$ cat config.mk
export PLATFORM = sky130hd
export DESIGN_NAME = prm_edge_check_sched
export DESIGN_NICKNAME = d
export VERILOG_FILES = /design/src/rtl/prm_edge_check_sched.sv
export SDC_FILE = /design/constraint.sdc
export NUM_CORES = 1
export LEC_CHECK = 0
export ABC_AREA = 1
export BUFFER_PORTS_ARGS = -buffer_cell sky130_fd_sc_hd__buf_2
export CORE_MARGIN = 2
export CORE_UTILIZATION = 45
export DETAILED_ROUTE_END_ITERATION = 10
export GPL_TIMING_DRIVEN = 1
export PLACE_DENSITY_LB_ADDON = 0.25
export SETUP_SLACK_MARGIN = 0.05
export SLEW_MARGIN = 0
export SYNTH_ARGS = -nofsm -noshare
export SYNTH_HDL_FRONTEND = slang
export SYNTH_SLANG_ARGS = --single-unit
$ cat constraint.sdc
create_clock -name clk -period 2.2 [get_ports clk]
set_clock_uncertainty 0.15 [all_clocks]
set_input_delay 0.55 -clock clk [delete_from_list [all_inputs] [get_ports clk]]
set_output_delay 0.55 -clock clk [all_outputs]
set_load 0.01 [all_outputs]
$ cat src/rtl/prm_edge_check_sched.sv
// Streams obstacle codes through an external PRM edge-check bank and OR-accumulates
// the per-code blocked-edge masks into one result returned over a valid/ready handshake.
module prm_edge_check_sched #(
  parameter int CODE_W   = 15,
  parameter int NUM_EDGE = 64,
  parameter int CHK_LAT  = 1,
  parameter int CNT_W    = 16
) (
  input  logic                clk,
  input  logic                rst_n,
  input  logic                start,
  input  logic                abort,
  input  logic                code_valid,
  input  logic [CODE_W-1:0]   code_data,
  input  logic                code_last,
  output logic                code_ready,
  output logic [CODE_W-1:0]   chk_code,
  input  logic [NUM_EDGE-1:0] chk_mask,
  output logic                mask_valid,
  output logic [NUM_EDGE-1:0] mask_data,
  input  logic                mask_ready,
  output logic [CNT_W-1:0]    code_count,
  output logic                busy
);

  typedef enum logic [1:0] {IDLE, RUN, DRAIN, DONE} state_t;

  state_t              state, state_nx;
  logic [CHK_LAT:1]    vld_pipe, last_pipe;
  logic [NUM_EDGE-1:0] acc;
  logic                hs, tag_out, last_out;

  assign code_ready = (state == RUN);
  assign busy       = (state != IDLE);
  assign hs         = code_valid & code_ready & ~abort;
  // Tag index k means "accepted k edges ago"; the bank result is valid when k == CHK_LAT.
  assign tag_out    = vld_pipe[CHK_LAT];
  assign last_out   = tag_out & last_pipe[CHK_LAT];

  always_ff @(posedge clk or negedge rst_n) begin
    if (!rst_n) state <= IDLE;
    else        state <= state_nx;
  end

  always_comb begin
    state_nx = state;
    if (abort) begin
      state_nx = IDLE;
    end else begin
      case (state)
        IDLE:    if (start) state_nx = RUN;
        RUN:     if (hs && code_last) state_nx = DRAIN;
        DRAIN:   if (last_out) state_nx = DONE;
        DONE:    if (mask_valid && mask_ready) state_nx = IDLE;
        default: state_nx = IDLE;
      endcase
    end
  end

  always_ff @(posedge clk or negedge rst_n) begin
    if (!rst_n) begin
      vld_pipe   <= '0;
      last_pipe  <= '0;
      acc        <= '0;
      chk_code   <= '0;
      code_count <= '0;
      mask_valid <= 1'b0;
      mask_data  <= '0;
    end else if (abort) begin
      vld_pipe   <= '0;
      last_pipe  <= '0;
      mask_valid <= 1'b0;
    end else begin
      if (state == IDLE && start) begin
        acc        <= '0;
        code_count <= '0;
      end
      if (hs) begin
        chk_code <= code_data;
        if (code_count != '1) code_count <= code_count + CNT_W'(1);
      end
      for (int k = CHK_LAT; k > 1; k--) begin
        vld_pipe[k]  <= vld_pipe[k-1];
        last_pipe[k] <= last_pipe[k-1];
      end
      vld_pipe[1]  <= hs;
      last_pipe[1] <= hs & code_last;
      if (tag_out) acc <= acc | chk_mask;
      // Result is published one edge after the final OR so mask_data is a clean copy.
      if (state == DONE) begin
        if (!mask_valid) begin
          mask_valid <= 1'b1;
          mask_data  <= acc;
        end else if (mask_ready) begin
          mask_valid <= 1'b0;
        end
      end
    end
  end

endmodule

==> qor.yml, run 1 <==
dr.pass1.iters: 4
report.final.slew_viol_count: 0
num-fill-cells: 1297
fin_crit_sh: 0.933
syn-cell-area_um2: 6580
r2r_setup_slack_ns: 0.23
worst_pin_slew_ns: 0.425
clk_pin_slew_ns: 0.07
setup_ws_ns: 0.146
cts_buffers: 17
drcViolationCount: 0
synth-simple-area-share: 0.166
synthTopCellsByArea: "dfrtp_1 62%, nand2_1 13%, o21ai_0 5.2%, a21oi_1 5.2%, inv_1 4.4%"
hold_viol: 0
yosysWarnings: 0
maxSlewHeadroom: 0.716
place.gp.congestion: 0.858
rows: 44
cts_root_buf: "clkbuf_16"
dp_hpwl_mm: 9.94
crit_fanout: 4
grt_pass1_vias: 4923
insertion_delay_ns: 0.42
leakagePower_nw: 4.35
cts_tree: "yes"
synthDistinctLibCells: 25
final-seq-area_um2: 4100
layout_common_cells: "226 x nand2_1, 182 x buf_2, 164 x dfrtp_1"
synth_nets: 803
wl_per_cell_um: 13.2
diodes: 0
ios: 184
vias_per_cell: 4.71
crit_required_ns: 1.50
setup_viol: 0
final_common_cell: "nand2_1"
fin_nets: 992
cts.sinks: 164
synth_compound_area_frac: 0.117
hold_class: "input pin to flop"
end_kind: "output pin"
ant_nets: 0
core_um2: 14400
power.density_nw_per_um2: 1330
period_needed_ns: 2.05
layout-drive-gt1-share: 0.277
grt_max_degree: 65
io_buffer_count: 183
fp.dieH_um: 125
clock_path_buffers: 2
synth_seq_area_share: 0.624
setup_tns_ns: 0
crit_type: "flop to output pin"
grt_pass1_wl_mm: 24.7
netlist_instances: 712
rsz0062_at_grt: "false"
via_count: 5164
ir_worst_vdd_mv: 0.622
status: "finished, final reports clean"
yosysTopAreaCellShare: 0.624
htree_levels: 4
syn_avg_cell_area_um2: 9.24
whs_path_depth: 3
max_cap_violations: 0
synth_mux_area_frac: 0
synth_xor_area_frac: 0.0133
die_w_um: 125
initial_core_util: 0.456
die_area_um2: 15600
ys_ff_latch: 164
multi_input_area_um2: 2020
synthAdderAreaFrac: 0.00951
overflow: 0
ff2ff_path_depth: 9
grtUsageTotal: 0.198
drt_iter0_drc: 414
fmax_ghz: 0.487
antenna_found_initial: 0
finalPower_mw: 11.1
synth_top_family_by_area: "simple AND/OR/NAND/NOR gates"
crit_path_start_kind: "flop"
synthToLayoutAreaGrowth_pct: 27.2
drt-total-wl_mm: 14.5
pre_cts_slack_ns: 0.181
synth_largest_area_cell: "dfrtp_1"
crit_arrival_ns: 1.35
kinds of logic (layout without fill, tap and decap cells):
logic type      count (synthesis)  in the layout
simple gates                  270            270
flops                         164            164
compound gates                148            148
buf+inv                       115            315
xor+xnor                       10             10
fa+ha+maj                       5              5
cell type report:
class                           count  share of cell area
Tap cell                          184              0.0275
Multi-Input combinational cell    433               0.241
Clock buffer                       21              0.0550
Timing Repair Buffer              200               0.136
Sequential cell                   164               0.490
Inverter                           85              0.0401
Clock inverter                      9             0.00986
final timing paths:
| kind | start | end |
|---|---|---|
| max | state[1]$_DFFE_PN0P_ | code_ready |
| min | code_data[5] | chk_code[5]$_DFFE_PN0P_ |
| max reg2reg | state[0]$_DFFE_PN0P_ | acc[35]$_DFFE_PN0P_ |
| min reg2reg | mask_data[4]$_DFFE_PN0P_ | mask_data[4]$_DFFE_PN0P_ |
| max in group asynchronous | rst_n | acc[31]$_DFFE_PN0P_ |
| min in group asynchronous | rst_n | mask_data[50]$_DFFE_PN0P_ |
metal layers:
| metal | GRT usage | wire length (um) | up-vias |
|---|---|---|---|
| met4 | 0.0758 | 254 | 0 |
| met2 | 0.292 | 6540 | 150 |
| li1 | - | - | 2605 |
| met1 | 0.280 | 6830 | 2391 |
| met3 | 0.0580 | 888 | 18 |
| met5 | 0 | 0 | - |
per-stage QoR:
stage	std cells	util	hold WS [ns]	area [um^2]
floorplan	712	-	0.104	6580
global placement	1065	0.541	0.312	7810
detailed placement	1065	0.541	0.312	7810
CTS	1096	0.580	0.152	8360
global route	1096	0.580	0.162	8370
finish	1096	0.580	0.166	8370
sequential cells by signal, indices dropped and copies added (netlist names):
signal / count
chk_code: 15
acc: 64
mask_valid: 1
code_count: 16
tag_out: 1
state: 2
mask_data: 64
last_pipe: 1
Yosys cell counts, drive strengths merged:
cell type and n:
xor2 7, ha 5, a21oi 68, clkbuf 13, nor3 3, buf 17, o211ai 1, nand3 14
dfrtp 164, nand4 2, nor2 21, nand2 230, inv 85, o21ai 79, xnor2 3
report_power, final:
group          switching [mW]  internal, mW
sequential              0.602          4.34
combinational            2.05          1.40
clock                    1.14          1.60
worst max-delay path, stage by stage, from the launching register on:
cell	delay, ns
dfrtp_1	0.42
inv_1	0.09
ha_1	0.25
buf_2	0.17
repair_timing:
item                       in CTS  in global routing
gates resized for setup         0                  1
setup endpoints to repair       0                 17
hold buffers                    1                  0
hold endpoints to repair       35                  0
setup buffers                   0                  0
Power figures use the tool's default switching activity.
==> run 2: changes to the inputs <==
ABC_AREA = default   (was 1)
==> qor.yml, run 2 <==
status: "finished, final reports clean"
internal-power_mw: 7.85
crit_arrival_ns: 1.38
initial_core_util: 0.459
netlist_instances: 530
design_area_um2: 8390
synthToLayoutAreaGrowth_pct: 31.7
hold_viol: 0
power.density_nw_per_um2: 1370
min_to: "chk_code[13]$_DFFE_PN0P_"
crit_required_ns: 1.50
cts.sinks: 164
max_stage_delay_ns: 0.42
yosys-top-cells-count: "164 x dfrtp_1, 74 x a21oi_1, 74 x nor2_1, 64 x mux2_2, 48 x nand2_1"
diodes: 0
ios: 184
r2r_setup_slack_ns: 0.15
core_um2: 13900
crit_path_start_kind: "flop"
utilization: 0.605
drt_iter0_drc: 283
crit_path_top_delay_cell: "dfrtp_1"
grt_pass1_wl_mm: 23.9
fmax_ghz: 0.480
final_common_cell: "buf_2"
grt_max_degree: 54
synthTopCellsByArea: "dfrtp_1 64%, mux2_2 11%, a21oi_1 5.8%, nor2_1 4.4%, nand2_1 2.8%"
clk_pin_slew_ns: 0.06
synth_nets: 621
synthDistinctLibCells: 44
crit_type: "flop to output pin"
vias_per_cell: 5.15
layout-drive-gt1-share: 0.433
syn_avg_cell_area_um2: 12.0
end_kind: "output pin"
die_w_um: 123
io_buffer_count: 183
dpl_cell_area_um2: 7740
rsz0062_at_grt: "true"
num-fill-cells: 1134
whs_path_depth: 3
ant_nets: 0
synthFlopType: "dfrtp_1"
async_flop_share: 1.00
place.gp.congestion: 0.891
max_cap_violations: 0
cts_buffers: 17
report.final.slew_viol_count: 0
drcViolationCount: 0
ys_ff_latch: 164
grt_pass1_vias: 4857
leakagePower_nw: 4.37
period_needed_ns: 2.08
dp_hpwl_mm: 10.4
insertion_delay_ns: 0.41
worstHoldStart: "code_data[13]"
dr.pass1.iters: 4
grtUsageTotal: 0.206
antenna_found_initial: 0
overflow: 0
combPwrFrac: 0.293
crit_fanout: 4
ir_worst_vdd_mv: 0.656
worst_pin_slew_ns: 0.519
layout_common_cells: "182 x buf_2, 162 x dfrtp_1, 74 x nor2_1"
setup_tns_ns: 0
yosysWarnings: 0
cts_root_buf: "clkbuf_16"
die_area_um2: 15100
seqPwrFrac: 0.443
synth.most_common_cell: "dfrtp_1"
fp.dieH_um: 123
ff2ff_path_depth: 6
cts_tree: "yes"
via_count: 4767
setup_viol: 0
synth_seq_area_share: 0.644
clock_path_buffers: 2
rows: 43
hold_class: "input pin to flop"
pwr-share-clk: 0.264
worstReg2RegStart: "state[1]$_DFFE_PN0P_"
synth_largest_area_cell: "dfrtp_1"
wl_per_cell_um: 16.0
fin_crit_sh: 0.946
reg.largest.list: "acc (64), mask_data (64), code_count (16)"
maxSlewHeadroom: 0.654
p_sw_frac: 0.316
p_switching_mw: 3.63
cp_cell_sequence: "inv_1, ha_1, buf_2"
htree_levels: 4
drt-total-wl_mm: 14.9
syn-cell-area_um2: 6380
yosysTopAreaCellShare: 0.644
fin_nets: 824
synth-edff-count: 0
worst_r2r_endpoint: "state[1]$_DFFE_PN0P_"
[run 2: per-stage QoR]
| step | hold slack, ns | setup slack, ns | std cells | total power [mW] |
|---|---|---|---|---|
| detailed placement | 0.308 | 0.0854 | 892 | 8.52 |
| global route | 0.161 | 0.0427 | 926 | 12.3 |
| floorplan | 0.104 | 0.135 | 530 | 6.95 |
| CTS | 0.153 | 0.0679 | 925 | 11.6 |
| finish | 0.177 | 0.118 | 926 | 11.5 |
| global placement | 0.302 | 0.172 | 892 | 8.30 |
[run 2: critical path, delay by kind of cell, from the launching register on]
kind | cells | cell delay [ns]
fa+ha+maj | 1 | 0.26
buf+inv | 2 | 0.29
flops | 1 | 0.42
[run 2: worst max-delay path by stage]
stage / start / endpoint
after floorplan: state[1]$_DFFE_PN0P_ / code_count[9]$_DFFE_PN0N_
after global placement: abort / code_count[14]$_DFFE_PN0N_
after detailed placement: code_count[0]$_DFFE_PN0N_ / code_count[15]$_DFFE_PN0N_
after CTS: code_count[0]$_DFFE_PN0N_ / code_count[15]$_DFFE_PN0N_
after global routing: code_count[0]$_DFFE_PN0N_ / code_count[15]$_DFFE_PN0N_
final: state[1]$_DFFE_PN0P_ / code_ready
[run 2: repair_timing]
action / CTS / global route
endpoints found under the setup margin: 0 / 17
hold buffers: 1 / 0
resized for setup: 0 / 6
hold endpoints to repair: 49 / 0
setup buffers: 0 / 1
[run 2: routing by layer]
metal / track usage / up-vias / part of all wire
li1: - / 2246 / -
met1: 0.255 / 2366 / 0.42
met2: 0.342 / 139 / 0.50
met3: 0.0701 / 16 / 0.062
met4: 0.0668 / 0 / 0.015
met5: 0 / - / 0
[run 2: power by group through the flow]
stage                     Clock (mW)  Combinational [mW]  Sequential, mW
final                           3.04                3.37            5.08
after global routing            3.25                3.76            5.26
after CTS                       3.11                3.41            5.09
after detailed placement           0                3.40            5.12
after global placement             0                3.27            5.03
after floorplan                    0                1.58            5.36
[run 2: area by class of cell]
class | count | area, um^2 | area share
clock buffer | 20 | 467 | 0.0556
clock inverter | 12 | 151 | 0.0180
inverter | 10 | 37.5 | 0.00447
multi-input combinational | 331 | 2160 | 0.258
timing repair buffer | 209 | 1240 | 0.148
tap | 180 | 225 | 0.0268
sequential | 164 | 4110 | 0.489
[run 2: cells by family (layout without fill, tap and decap cells)]
group / Yosys count / after routing / synth area share
buffers and inverters: 35 / 251 / 0.0235
xor gates and xnor gates: 4 / 4 / 0.00550
AOI/OAI and AO/OA: 99 / 99 / 0.0903
and+or+nand+nor: 158 / 158 / 0.113
adders and majority gates: 5 / 5 / 0.00981
muxes: 65 / 65 / 0.115
DFF: 164 / 164 / 0.644
